==> src/rtl/mem_arbiter_pkg.sv <==
// rtl/mem_arbiter_pkg.sv - shared FSM states and memory geometry for mem_arbiter
package mem_arbiter_pkg;

  localparam int ADDR_W = 32;
  localparam int DATA_W = 32;
  localparam int WIDX_W = 10;

  typedef enum logic [1:0] {
    IDLE    = 2'd0,
    SERVE_I = 2'd1,
    SERVE_D = 2'd2
  } arb_state_t;

endpackage

==> src/rtl/mem_arbiter_addr_check.sv <==
// rtl/mem_arbiter_addr_check.sv - alignment and range fault detection for a byte address
module mem_arbiter_addr_check
  import mem_arbiter_pkg::*;
#(
  parameter int DEPTH_WORDS = 1024
) (
  input  logic [ADDR_W-1:0] i_addr,
  output logic              o_fault
);

  localparam logic [ADDR_W-3:0] LP_DEPTH = (ADDR_W-2)'(DEPTH_WORDS);

  assign o_fault = (i_addr[1:0] != 2'b00) || (i_addr[ADDR_W-1:2] >= LP_DEPTH);

endmodule

==> src/rtl/mem_arbiter.sv <==
// rtl/mem_arbiter.sv - fetch/load-store arbiter onto one synchronous single-port memory
module mem_arbiter
  import mem_arbiter_pkg::*;
#(
  parameter int DEPTH_WORDS  = 1024,
  parameter int STARVE_LIMIT = 4
) (
  input  logic              clk,
  input  logic              reset,
  input  logic              i_req,
  input  logic [ADDR_W-1:0] i_addr,
  output logic              i_ready,
  output logic              i_rvalid,
  output logic [DATA_W-1:0] i_rdata,
  output logic              i_err,
  input  logic              d_req,
  input  logic              d_we,
  input  logic [ADDR_W-1:0] d_addr,
  input  logic [DATA_W-1:0] d_wdata,
  output logic              d_ready,
  output logic              d_rvalid,
  output logic [DATA_W-1:0] d_rdata,
  output logic              d_err,
  output logic              mem_en,
  output logic              mem_we,
  output logic [WIDX_W-1:0] mem_waddr,
  output logic [DATA_W-1:0] mem_wdata,
  input  logic [DATA_W-1:0] mem_rdata
);

  localparam int CNT_W = (STARVE_LIMIT < 1) ? 1 : $clog2(STARVE_LIMIT + 1);
  localparam logic [CNT_W-1:0] LP_LIMIT = CNT_W'(STARVE_LIMIT);

  arb_state_t         r_state;
  logic [CNT_W-1:0]   r_starve;
  logic               r_err;
  logic               r_rd;

  logic               w_idle;
  logic               w_grant_d;
  logic               w_grant_i;
  logic               w_fault;
  logic               w_access;
  logic [ADDR_W-1:0]  w_addr;

  // Reset gates the combinational grant so ready drops the instant reset asserts.
  assign w_idle    = (r_state == IDLE) && !reset;
  assign w_grant_d = w_idle && d_req && !(i_req && (r_starve == LP_LIMIT));
  assign w_grant_i = w_idle && i_req && !w_grant_d;
  assign w_addr    = w_grant_d ? d_addr : i_addr;
  assign w_access  = (w_grant_d || w_grant_i) && !w_fault;

  mem_arbiter_addr_check #(
    .DEPTH_WORDS(DEPTH_WORDS)
  ) u_addr_check (
    .i_addr (w_addr),
    .o_fault(w_fault)
  );

  assign i_ready   = w_grant_i;
  assign d_ready   = w_grant_d;
  assign mem_en    = w_access;
  assign mem_we    = w_access && w_grant_d && d_we;
  assign mem_waddr = w_access ? w_addr[WIDX_W+1:2] : '0;
  assign mem_wdata = (w_access && w_grant_d) ? d_wdata : '0;

  assign i_rvalid  = (r_state == SERVE_I);
  assign d_rvalid  = (r_state == SERVE_D);
  assign i_err     = i_rvalid && r_err;
  assign d_err     = d_rvalid && r_err;
  assign i_rdata   = (i_rvalid && r_rd) ? mem_rdata : '0;
  assign d_rdata   = (d_rvalid && r_rd) ? mem_rdata : '0;

  always_ff @(posedge clk or posedge reset) begin
    if (reset) begin
      r_state  <= IDLE;
      r_starve <= '0;
      r_err    <= 1'b0;
      r_rd     <= 1'b0;
    end else begin
      case (r_state)
        IDLE: begin
          if (w_grant_d) begin
            r_state <= SERVE_D;
            r_err   <= w_fault;
            r_rd    <= !w_fault && !d_we;
            if (i_req && (r_starve != LP_LIMIT)) begin
              r_starve <= r_starve + CNT_W'(1);
            end
          end else if (w_grant_i) begin
            r_state  <= SERVE_I;
            r_err    <= w_fault;
            r_rd     <= !w_fault;
            r_starve <= '0;
          end
        end
        default: r_state <= IDLE;
      endcase
    end
  end

endmodule

==> config.mk <==
export PLATFORM = sky130hd
export DESIGN_NAME = mem_arbiter
export DESIGN_NICKNAME = d
export VERILOG_FILES = /design/src/rtl/mem_arbiter_pkg.sv /design/src/rtl/mem_arbiter_addr_check.sv /design/src/rtl/mem_arbiter.sv
export SDC_FILE = /design/constraint.sdc
export NUM_CORES = 1
export LEC_CHECK = 0
export ABC_AREA = 1
export CAP_MARGIN = 30
export CORE_AREA = 8 8 91 93
export DETAILED_ROUTE_END_ITERATION = 10
export DIE_AREA = 0 0 99 101
export PLACE_DENSITY = 0.8
export SYNTH_ARGS = -nofsm -noshare
export SYNTH_HDL_FRONTEND = slang
export SYNTH_SLANG_ARGS = --single-unit
==> constraint.sdc <==
create_clock -name clk -period 2.5 [get_ports clk]
set_input_delay 0.375 -clock clk [delete_from_list [all_inputs] [get_ports clk]]
set_output_delay 0.375 -clock clk [all_outputs]
set_load 0.02 [all_outputs]
==> impl_results.md <==
- Fmax: 0.417 GHz
- Met2 routed WL: 4.75 mm
- Worst Path Arrival: 2.02 ns
- Post-DP HPWL: 8.03 mm
- Port buffer count: roughly 250
- Synth warn: 0
- CTS Buf Count: 3
- CTS max path bufs: 2
- Vias per Instance: between 4 and 5
- Vias in the first global route: 2574
- Largest net degree at the start of global routing: 33
- Avg Inst Size Synth: slightly below 5 µm²
- Die Width: 99 µm
- Most frequent cells in the layout: 201 x clkdlybuf4s50_1, 129 x nor2_1, 74 x inv_1
- Metal3 WL: ~840 µm
- Final Max Tran Viols: 0
- PwrDens: about 160 mW/mm²
- Fraction of layout cells with a size suffix above 1: 0.0945
- Most common cell after layout, fill and taps aside: clkdlybuf4s50_1
- Async SR Flop Fraction: 1.00
- Worst-margin pin slew: 0.331 ns
- Max Cap Viol: 0
- Standard-cell rows: 31
- Final min period: 2.40 ns
- # fillers: 650
- Starting Density: 0.205
- Htree depth: 1
- Congestion Overflow GR: 0
- DRT Pass-1 Iters: 4
- CP endpoint kind: primary output
- First-pass GRT wire length: 13.0 mm
- Kind of start point of the critical path: register
- Clock Skew: 0.00155 ns
- # IOs: 247
- Total Wirelength: between 8 and 9 mm
- Required time of the critical path: 2.12 ns
- Clock Latency Late Sink: 0.22 ns
- Max VDD drop: about 0.21 mV
- Post-synth EDFFs: 0
- Synthesized area: 0.00142 mm²
- Static Leak: ~2.0 nW
- Ys flop type: dfrtp_1
- Metal-1 WL: 3.21 mm
- Fin crit share: 0.959
- Status: finished, final reports clean
- Area Growth Syn to Fin: 183%
- Drt wl/cell: ~14 µm
- N_diodes: 0
- GP Congestion: 0.864
- Number of nets in the layout: 686
- Worst min path class: reg2reg
- Crit Path Class: reg2out
- Crit path max fanout: 15
- Final setup viols: 0
- Endpoints failing hold: 0
- Top sig layer: met4
- Total die area: 0.0100 mm²
- DRT iter0 DRCs: 45
- Syn nets: ~430
- CTS sink count: 7
- Post-synth cell types: 22
- Sequential element share of the synthesized area: 0.123
- Post-route ant nets: 0
- Chip Height: 101 µm
- Via count: 2561
- CTS tree: yes
- Synth Instances: 296
- RSZ-0062 raised after global routing: no
- Reg clk slew, reported paths: 0.04 ns
- Tot GR Track Use: 0.163
- Slew headroom: 0.779
- Final core occ: 0.581
- Root buffer cell: clkbuf_8
- Seq cells post-synth: 7
- Post-CTS Setup Repair Bufs: 0
- Hold slack: between 0.4 and 0.5 ns
- Core Area: ~0.0069 mm²
- Initial antenna violation count: 0
- Drt drc: 0
Yosys cell counts (3+ instances only):
library cell,number,share of area
inv_2,3,0.0079
o21ai_0,12,0.042
clkbuf_1,6,0.016
nand2_1,18,0.047
nor2_1,129,0.34
nand2_2,3,0.013
nand3_1,6,0.021
nor2_2,10,0.044
dfrtp_1,7,0.12
or2_1,8,0.035
buf_2,5,0.018
inv_1,74,0.20
or2_2,3,0.013
sequential cells by signal (all words and copies together), names as in the netlist:
signal,flops
r_err,1
r_rd,1
r_starve,3
r_state,2
cell type report:
type / count / area [µm²] / area share
repair buffers: 262 / 2520 / 0.625
multi-input cells: 200 / 901 / 0.223
inverters: 77 / 289 / 0.0716
flip-flops and latches: 7 / 175 / 0.0434
well taps: 82 / 103 / 0.0254
clock buffers: 4 / 45.0 / 0.0112
worst max-delay path, cell delays in order (launching register included):
cell and delay [ns]:
dfrtp_1 0.34, inv_1 0.07, ha_1 0.20, nand3_1 0.12, nand4_4 0.14, inv_2 0.11
buf_4 0.19, clkdlybuf4s50_1 0.63
logic make-up (layout without fill, tap and decap cells):
| group | Yosys count | after routing | synth area share |
|---|---|---|---|
| adders and majority gates | 2 | 2 | 0.0176 |
| and+or+nand+nor | 183 | 183 | 0.556 |
| xor gates and xnor gates | 1 | 1 | 0.00615 |
| AOI/OAI and AO/OA | 14 | 14 | 0.0527 |
| buffers and inverters | 89 | 343 | 0.244 |
| DFF | 7 | 7 | 0.123 |
repair_timing:
action / 4_1_cts / 5_1_grt
resized for setup: 44 / 41
endpoints found under the setup margin: 44 / 30
hold buffers: 0 / 0
endpoints found under the hold margin: 0 / 0
through the flow:
stage	setup slack [ns]	instance area (µm²)	power, mW	cells	setup TNS, ns
5_1_grt	0.000240	4040	0.672	632	0
6_report	0.103	4040	0.626	632	0
3_5_place_dp	-0.196	4060	0.473	628	-7.18
4_1_cts	0.0164	4050	0.635	632	0
3_3_place_gp	-0.166	4060	0.468	628	-6.36
2_1_floorplan	0.515	1420	0.227	296	0
power breakdown:
group / switching [mW] / total, mW / internal (mW)
Combinational: 0.107 / 0.339 / 0.232
Sequential: 0.00721 / 0.130 / 0.123
Clock: 0.0463 / 0.156 / 0.110
Total: 0.161 / 0.626 / 0.465
per-layer routing:
layer / vias to the layer above / global-route usage
met5: - / 0
met4: 0 / 0.0342
met3: 6 / 0.0532
met2: 129 / 0.325
met1: 1090 / 0.158
li1: 1336 / -
final timing paths:
check	start	to	slack [ns]	depth (start not counted)
setup reg to reg	r_starve[0]	r_err	1.07	9
setup / recovery	r_starve[0]	d_ready	0.10	7
max in group asynchronous	reset	r_rd	1.85	3
hold / removal	r_err	r_err	0.50	2
min in group asynchronous	reset	r_starve[1]	0.53	3
hold reg to reg	r_err	r_err	0.50	2
Power figures use the tool's default switching activity.
